[config.mk]
export PLATFORM = sky130hd
export DESIGN_NAME = cpu_host_seq_flat
export DESIGN_NICKNAME = d
export VERILOG_FILES = /design/src/rtl/cpu_host_seq_pkg.sv /design/src/rtl/cpu_host_seq_if.sv /design/src/rtl/cpu_host_seq_wdog.sv /design/src/rtl/cpu_host_seq.sv /design/src/flat_wrapper.sv
export SDC_FILE = /design/constraint.sdc
export NUM_CORES = 1
export LEC_CHECK = 0
export CELL_PAD_IN_SITES_DETAIL_PLACEMENT = 0
export CELL_PAD_IN_SITES_GLOBAL_PLACEMENT = 1
export CORE_MARGIN = 4
export CORE_UTILIZATION = 33
export DETAILED_ROUTE_END_ITERATION = 6
export PLACE_DENSITY_LB_ADDON = 0.1
export SLEW_MARGIN = 10
export SYNTH_ARGS = -nofsm -noshare
export SYNTH_HDL_FRONTEND = slang
export SYNTH_SLANG_ARGS = --single-unit
[constraint.sdc]
create_clock -name clk -period 2.6 [get_ports clk]
set_input_delay 0.52 -clock clk [delete_from_list [all_inputs] [get_ports clk]]
set_output_delay 0.52 -clock clk [all_outputs]
set_load 0.05 [all_outputs]
[src/rtl/cpu_host_seq_pkg.sv]
// Shared definitions for the host run sequencer: state encoding and the
// default data-memory map used by both the RTL and its bench.
package cpu_host_seq_pkg;

    typedef enum logic [2:0] {
        IDLE,
        LOAD,
        RUN,
        DRAIN,
        FIN
    } seq_state_t;

    localparam int unsigned DEF_AW        = 8;
    localparam int unsigned DEF_DW        = 8;
    localparam int unsigned DEF_LOAD_BASE = 0;
    localparam int unsigned DEF_LOAD_LEN  = 32;
    localparam int unsigned DEF_RES_BASE  = 64;
    localparam int unsigned DEF_RES_LEN   = 32;
    localparam int unsigned DEF_TMO       = 4096;

    // Width able to hold the largest of the three counts.
    function automatic int unsigned cnt_width(input int unsigned a,
                                              input int unsigned b,
                                              input int unsigned c);
        int unsigned m;
        m = (a > b) ? a : b;
        m = (m > c) ? m : c;
        return $clog2(m + 1);
    endfunction

endpackage

[src/rtl/cpu_host_seq_if.sv]
// Data-memory port shared between the host sequencer (master) and the
// memory/arbiter side (slave).
interface cpu_host_seq_if #(
    parameter int unsigned AW = cpu_host_seq_pkg::DEF_AW,
    parameter int unsigned DW = cpu_host_seq_pkg::DEF_DW
);
    logic          mem_sel;
    logic          mem_wr_en;
    logic [AW-1:0] mem_addr;
    logic [DW-1:0] mem_dat_in;
    logic [DW-1:0] mem_dat_out;

    modport master (
        output mem_sel,
        output mem_wr_en,
        output mem_addr,
        output mem_dat_in,
        input  mem_dat_out
    );

    modport slave (
        input  mem_sel,
        input  mem_wr_en,
        input  mem_addr,
        input  mem_dat_in,
        output mem_dat_out
    );
endinterface

[src/rtl/cpu_host_seq_wdog.sv]
// Loadable cycle counter with clear/enable; expire flags the final count
// (limit_m1) so the caller can act on the same cycle.
module seq_wdog #(
    parameter int unsigned CW = 13
) (
    input  logic          clk,
    input  logic          rst,
    input  logic          clr,
    input  logic          en,
    input  logic          ld,
    input  logic [CW-1:0] ld_val,
    input  logic [CW-1:0] limit_m1,
    output logic [CW-1:0] count,
    output logic          expire
);
    always_ff @(posedge clk or posedge rst) begin
        if (rst) begin
            count <= '0;
        end else if (clr) begin
            count <= '0;
        end else if (ld) begin
            count <= ld_val;
        end else if (en) begin
            count <= count + 1'b1;
        end
    end

    assign expire = (count == limit_m1);
endmodule

[src/rtl/cpu_host_seq.sv]
// Host run sequencer: loads operands into data memory, runs the processor
// under a watchdog, then streams results back to the host.
module cpu_host_seq
    import cpu_host_seq_pkg::*;
#(
    parameter int unsigned AW        = DEF_AW,
    parameter int unsigned DW        = DEF_DW,
    parameter int unsigned LOAD_BASE = DEF_LOAD_BASE,
    parameter int unsigned LOAD_LEN  = DEF_LOAD_LEN,
    parameter int unsigned RES_BASE  = DEF_RES_BASE,
    parameter int unsigned RES_LEN   = DEF_RES_LEN,
    parameter int unsigned TMO       = DEF_TMO
) (
    input  logic           clk,
    input  logic           reset,
    input  logic           start,
    input  logic           ld_valid,
    input  logic [DW-1:0]  ld_data,
    output logic           ld_ready,
    output logic           res_valid,
    output logic [DW-1:0]  res_data,
    input  logic           res_ready,
    output logic           busy,
    output logic           host_done,
    output logic           timeout,
    output logic           cpu_reset,
    output logic           cpu_req,
    input  logic           cpu_done,
    cpu_host_seq_if.master mem
);
    localparam int unsigned CW = cnt_width(LOAD_LEN, RES_LEN, TMO);

    seq_state_t    state;
    logic          mem_sel_q;
    logic [CW-1:0] cnt;
    logic [CW-1:0] wdog;
    logic [CW-1:0] cnt_limit;
    logic          cnt_last;
    logic          wdog_last;
    logic          start_acc;
    logic          ld_beat;
    logic          res_beat;
    logic          cnt_clr;

    assign start_acc = (state == IDLE) && start;
    assign ld_beat   = ld_ready && ld_valid;
    assign res_beat  = res_valid && res_ready;
    assign cnt_clr   = start_acc || (ld_beat && cnt_last);
    assign cnt_limit = (state == DRAIN) ? CW'(RES_LEN - 1) : CW'(LOAD_LEN - 1);

    seq_wdog #(.CW(CW)) u_beat (
        .clk      (clk),
        .rst      (reset),
        .clr      (cnt_clr),
        .en       (ld_beat || res_beat),
        .ld       (1'b0),
        .ld_val   ('0),
        .limit_m1 (cnt_limit),
        .count    (cnt),
        .expire   (cnt_last)
    );

    seq_wdog #(.CW(CW)) u_wdog (
        .clk      (clk),
        .rst      (reset),
        .clr      (start_acc),
        .en       (state == RUN),
        .ld       (1'b0),
        .ld_val   ('0),
        .limit_m1 (CW'(TMO - 1)),
        .count    (wdog),
        .expire   (wdog_last)
    );

    always_ff @(posedge clk or posedge reset) begin
        if (reset) begin
            state     <= IDLE;
            ld_ready  <= 1'b0;
            res_valid <= 1'b0;
            busy      <= 1'b0;
            host_done <= 1'b0;
            timeout   <= 1'b0;
            cpu_reset <= 1'b1;
            cpu_req   <= 1'b0;
            mem_sel_q <= 1'b1;
        end else begin
            host_done <= 1'b0;
            cpu_req   <= 1'b0;
            case (state)
                IDLE: begin
                    if (start) begin
                        state    <= LOAD;
                        ld_ready <= 1'b1;
                        busy     <= 1'b1;
                        timeout  <= 1'b0;
                    end
                end
                LOAD: begin
                    if (ld_beat && cnt_last) begin
                        state     <= RUN;
                        ld_ready  <= 1'b0;
                        cpu_reset <= 1'b0;
                        cpu_req   <= 1'b1;
                        mem_sel_q <= 1'b0;
                    end
                end
                RUN: begin
                    // wdog is still 0 on the first RUN cycle, masking a stale done
                    if (cpu_done && (wdog != '0)) begin
                        state     <= DRAIN;
                        res_valid <= 1'b1;
                        cpu_reset <= 1'b1;
                        mem_sel_q <= 1'b1;
                    end else if (wdog_last) begin
                        state     <= FIN;
                        timeout   <= 1'b1;
                        host_done <= 1'b1;
                        cpu_reset <= 1'b1;
                        mem_sel_q <= 1'b1;
                    end
                end
                DRAIN: begin
                    if (res_beat && cnt_last) begin
                        state     <= FIN;
                        res_valid <= 1'b0;
                        host_done <= 1'b1;
                    end
                end
                FIN: begin
                    state <= IDLE;
                    busy  <= 1'b0;
                end
                default: state <= IDLE;
            endcase
        end
    end

    always_comb begin
        mem.mem_wr_en  = ld_beat;
        mem.mem_dat_in = ld_beat ? ld_data : '0;
        mem.mem_addr   = '0;
        res_data       = '0;
        if (state == LOAD) begin
            mem.mem_addr = AW'(LOAD_BASE) + AW'(cnt);
        end
        if (state == DRAIN) begin
            mem.mem_addr = AW'(RES_BASE) + AW'(cnt);
            res_data     = mem.mem_dat_out;
        end
    end

    assign mem.mem_sel = mem_sel_q;
endmodule

[src/flat_wrapper.sv]
// flat-port wrapper written by rule: the top's interface ports become plain ports
module cpu_host_seq_flat import cpu_host_seq_pkg::*;
#(
    parameter int unsigned AW        = DEF_AW,
    parameter int unsigned DW        = DEF_DW,
    parameter int unsigned LOAD_BASE = DEF_LOAD_BASE,
    parameter int unsigned LOAD_LEN  = DEF_LOAD_LEN,
    parameter int unsigned RES_BASE  = DEF_RES_BASE,
    parameter int unsigned RES_LEN   = DEF_RES_LEN,
    parameter int unsigned TMO       = DEF_TMO
)
  (clk, reset, start, ld_valid, ld_data, ld_ready, res_valid, res_data, res_ready, busy, host_done, timeout, cpu_reset, cpu_req, cpu_done, mem_mem_sel, mem_mem_wr_en, mem_mem_addr, mem_mem_dat_in, mem_mem_dat_out);
  cpu_host_seq_if #(.AW(AW), .DW(DW)) mem_i ();
  input  logic clk;
  input  logic reset;
  input  logic start;
  input  logic ld_valid;
  input  logic [DW-1:0] ld_data;
  output logic ld_ready;
  output logic res_valid;
  output logic [DW-1:0] res_data;
  input  logic res_ready;
  output logic busy;
  output logic host_done;
  output logic timeout;
  output logic cpu_reset;
  output logic cpu_req;
  input  logic cpu_done;
  output wire logic [$bits(mem_i.mem_sel)-1:0] mem_mem_sel;
  output wire logic [$bits(mem_i.mem_wr_en)-1:0] mem_mem_wr_en;
  output wire logic [$bits(mem_i.mem_addr)-1:0] mem_mem_addr;
  output wire logic [$bits(mem_i.mem_dat_in)-1:0] mem_mem_dat_in;
  input wire logic [$bits(mem_i.mem_dat_out)-1:0] mem_mem_dat_out;
  assign mem_mem_sel = mem_i.mem_sel;
  assign mem_mem_wr_en = mem_i.mem_wr_en;
  assign mem_mem_addr = mem_i.mem_addr;
  assign mem_mem_dat_in = mem_i.mem_dat_in;
  assign mem_i.mem_dat_out = mem_mem_dat_out;
  cpu_host_seq #(.AW(AW), .DW(DW), .LOAD_BASE(LOAD_BASE), .LOAD_LEN(LOAD_LEN), .RES_BASE(RES_BASE), .RES_LEN(RES_LEN), .TMO(TMO)) u_core (.clk(clk), .reset(reset), .start(start), .ld_valid(ld_valid), .ld_data(ld_data), .ld_ready(ld_ready), .res_valid(res_valid), .res_data(res_data), .res_ready(res_ready), .busy(busy), .host_done(host_done), .timeout(timeout), .cpu_reset(cpu_reset), .cpu_req(cpu_req), .cpu_done(cpu_done), .mem(mem_i));
endmodule
==> results.cfg <==
[route]
vias = 1806
wl_mm = 5.44
wl_per_cell_um = 14.9
drcViolationCount = 0
antenna_left = 0
vias_per_cell = 4.93
drt-pass1-iter-count = 4
drtIter0Drc = 128

[die]
die_w_um = 88.6
initial_utilization_pct = 33.9
ios = 55
die_area_mm2 = 0.00784
coreArea_mm2 = 0.00631
die_y_um = 88.6
core.rowCount = 29

[power_and_ir_drop]
intPower_w = 0.00167
clkPwrFrac_pct = 14.3
p_per_area_mw_per_mm2 = 989
power.leakage_nw = 1.31
peakVddDrop_uv = 604
swShare_pct = 45.2
pwr-share-comb_pct = 55.4
pwr-share-seq_pct = 30.3
p_sw_w = 0.00138

[min_path]
worstHoldPathCells = 2
min_to = u_core.timeout
min_from = u_core.timeout
hold_class = register to register

[sta]
report.final.hold_viol_count = 0
relSlewSlack_pct = 57.2
rsz0062_at_grt = false
period_share_pct = 95.8
setup_viol = 0
finalClockSkew_ps = 3.89
drv_slew = 0
fmax_mhz = 402
fin_crit_ps = 2490
setup-tns-final_ps = 0
worstMarginPinSlew_ps = 637

[critical_path]
startpoint = u_core.state[2]
critPathTopFamily = buffers and inverters
required_ps = 2080
critPathArrivalTime_ps = 1970
cp_cell_sequence = nand2b_1 -> nor2_1 -> clkdlybuf4s50_1
r2r-start = u_core.state[1]
startpoint_type = register
cp_num_buf_inv = 1
path_class = register to output port
path_max_fanout = 7
end_kind = output port
max_stage_delay_ps = 820
slowest_stage = clkdlybuf4s50_1
r2r_end = u_core.u_wdog.count[11]
r2r_cells = 4
rrSetupSlack_ps = 520

[cts]
hold_buffers = 0
cts_tree = built
cts_sinks = 36
cts_buffers = 5
clk_pin_slew_ps = 80
postCtsSetupRepairBufs = 0
cts.path.max_buffers = 2
clock_latency_ps = 290
post_cts_resize_count = 0
cts_max_level = 2
root_buffer = clkbuf_8

[synthesis]
synth_commonest_cells = dfrtp_1, nor2_1, nand2_1
synth_area_leaders = dfrtp_1, xnor2_1, nor2_1
syn_nets = 259
yosysSeqAreaShare_pct = 42.1
syn_area_mm2 = 0.00214
ys_ff_latch = 36
synth_edf_count = 0
synth_flop_cell = dfrtp_1
syn_inst = 232
syn_avg_cell_area_um2 = 9.23
synth_top_cell_by_area = dfrtp_1
synth_warnings = 0
synthArstFlopShare_pct = 100
synth.distinct_cells = 46
synth.most_common_cell = dfrtp_1
netlist.area_leader.share_pct = 40.9

[grt]
grt_util_all_layers_pct = 14.7
grt_pass1_vias = 1759
grt_pass1_wl_mm = 8.93
grt_start_max_net_pins = 37
antenna_found_initial = 0
grt.overflow.total = 0

[cells_and_area]
syn2layout_area_growth_pct = 44.2
nNetsFinal = 315
top_regs = u_core.u_beat.count: 13 flops, u_core.u_wdog.count: 13 flops, u_core.state: 3 flops
num_antenna_cells = 0
drive_above_1_share_pct = 18.0
stdcell_area_mm2 = 0.00309

[job]
max_cap_violations = 0

[place]
dp_hpwl_mm = 4.05
place_area_mm2 = 0.00299
globalplace.congestion = 0.741
numPortBuffers = 54

[run_status]
status = completed
-- power by group through the flow --
| stage | sequential (W) | combinational (W) | clock, W |
|---|---|---|---|
| 6_report | 0.000925 | 0.00169 | 0.000438 |
| 3_5_place_dp | 0.000936 | 0.00171 | 0 |
| 5_1_grt | 0.000958 | 0.00181 | 0.000478 |
| 4_1_cts | 0.000925 | 0.00171 | 0.000458 |
| 2_1_floorplan | 0.000915 | 0.00103 | 0 |
| 3_3_place_gp | 0.000930 | 0.00171 | 0 |
-- stage by stage --
step	std cells	setup slack (ps)	total power [W]	hold WS (ps)	util, %
3_5_place_dp	358	244	0.00264	468	47.4
6_report	366	110	0.00305	481	48.9
3_3_place_gp	358	279	0.00264	465	47.4
4_1_cts	366	93.9	0.00310	489	48.9
2_1_floorplan	232	622	0.00194	502	-
5_1_grt	366	0.503	0.00325	548	48.9
-- worst max path at each step --
stage / endpoint / slack [ps] / depth (start not counted)
CTS: mem_mem_addr[6] / 90 / 3
global placement: u_core.u_beat.count[12] / 280 / 5
floorplan: mem_mem_addr[6] / 620 / 4
finish: mem_mem_addr[6] / 110 / 3
detailed placement: u_core.u_beat.count[12] / 240 / 5
global route: mem_mem_addr[6] / 0.5 / 3
-- area by class of cell --
class / count / area (um^2)
fill: 606 / 3220
multi-input combinational: 174 / 1140
sequential: 36 / 902
timing repair buffer: 61 / 821
tap: 77 / 96.3
clock buffer: 6 / 82.6
inverter: 10 / 37.5
clock inverter: 2 / 13.8
-- tightest hold or removal path: cells and delay by family, from the launching register on --
kind          cells  cell delay (ps)
flops             1              350
simple gates      2              100
-- cell usage in the layout (no fill, tap or decap), drive strengths merged, types with 2 or more instances in the layout --
| cell type | n |
|---|---|
| dfrtp | 35 |
| nor2 | 31 |
| buf | 31 |
| clkdlybuf4s50 | 30 |
| nand2 | 20 |
| and3 | 18 |
| xnor2 | 17 |
| inv | 11 |
| nand3 | 9 |
| nor4 | 9 |
| a21oi | 8 |
| nand4 | 7 |
| nor3 | 7 |
| and2 | 7 |
| clkbuf | 6 |
| ha | 5 |
| o21ai | 5 |
| xor2 | 3 |
| mux2i | 3 |
| nor3b | 2 |
| nor2b | 2 |
| a2111oi | 2 |
| a31o | 2 |
| nor4b | 2 |
-- metal layers --
metal | GRT usage, % | wire length [um] | share of wire [%] | vias to the layer above
li1 | - | - | - | 924
met1 | 20.2 | 2660 | 49 | 841
met2 | 22.7 | 2450 | 45 | 35
met3 | 3.72 | 275 | 5.1 | 6
met4 | 4.67 | 59 | 1.1 | 0
met5 | 0 | 0 | 0 | -
-- logic make-up (layout without fill, tap and decap cells) --
group	count (synthesis)	after routing	share of synthesized area, %
simple gates	121	121	30.8
buf+inv	22	79	5.14
xor+xnor	20	20	8.18
flops	36	36	42.1
compound gates	25	25	9.40
mux	3	3	1.40
fa+ha+maj	5	5	2.92
(Power assumes the default switching activity.)
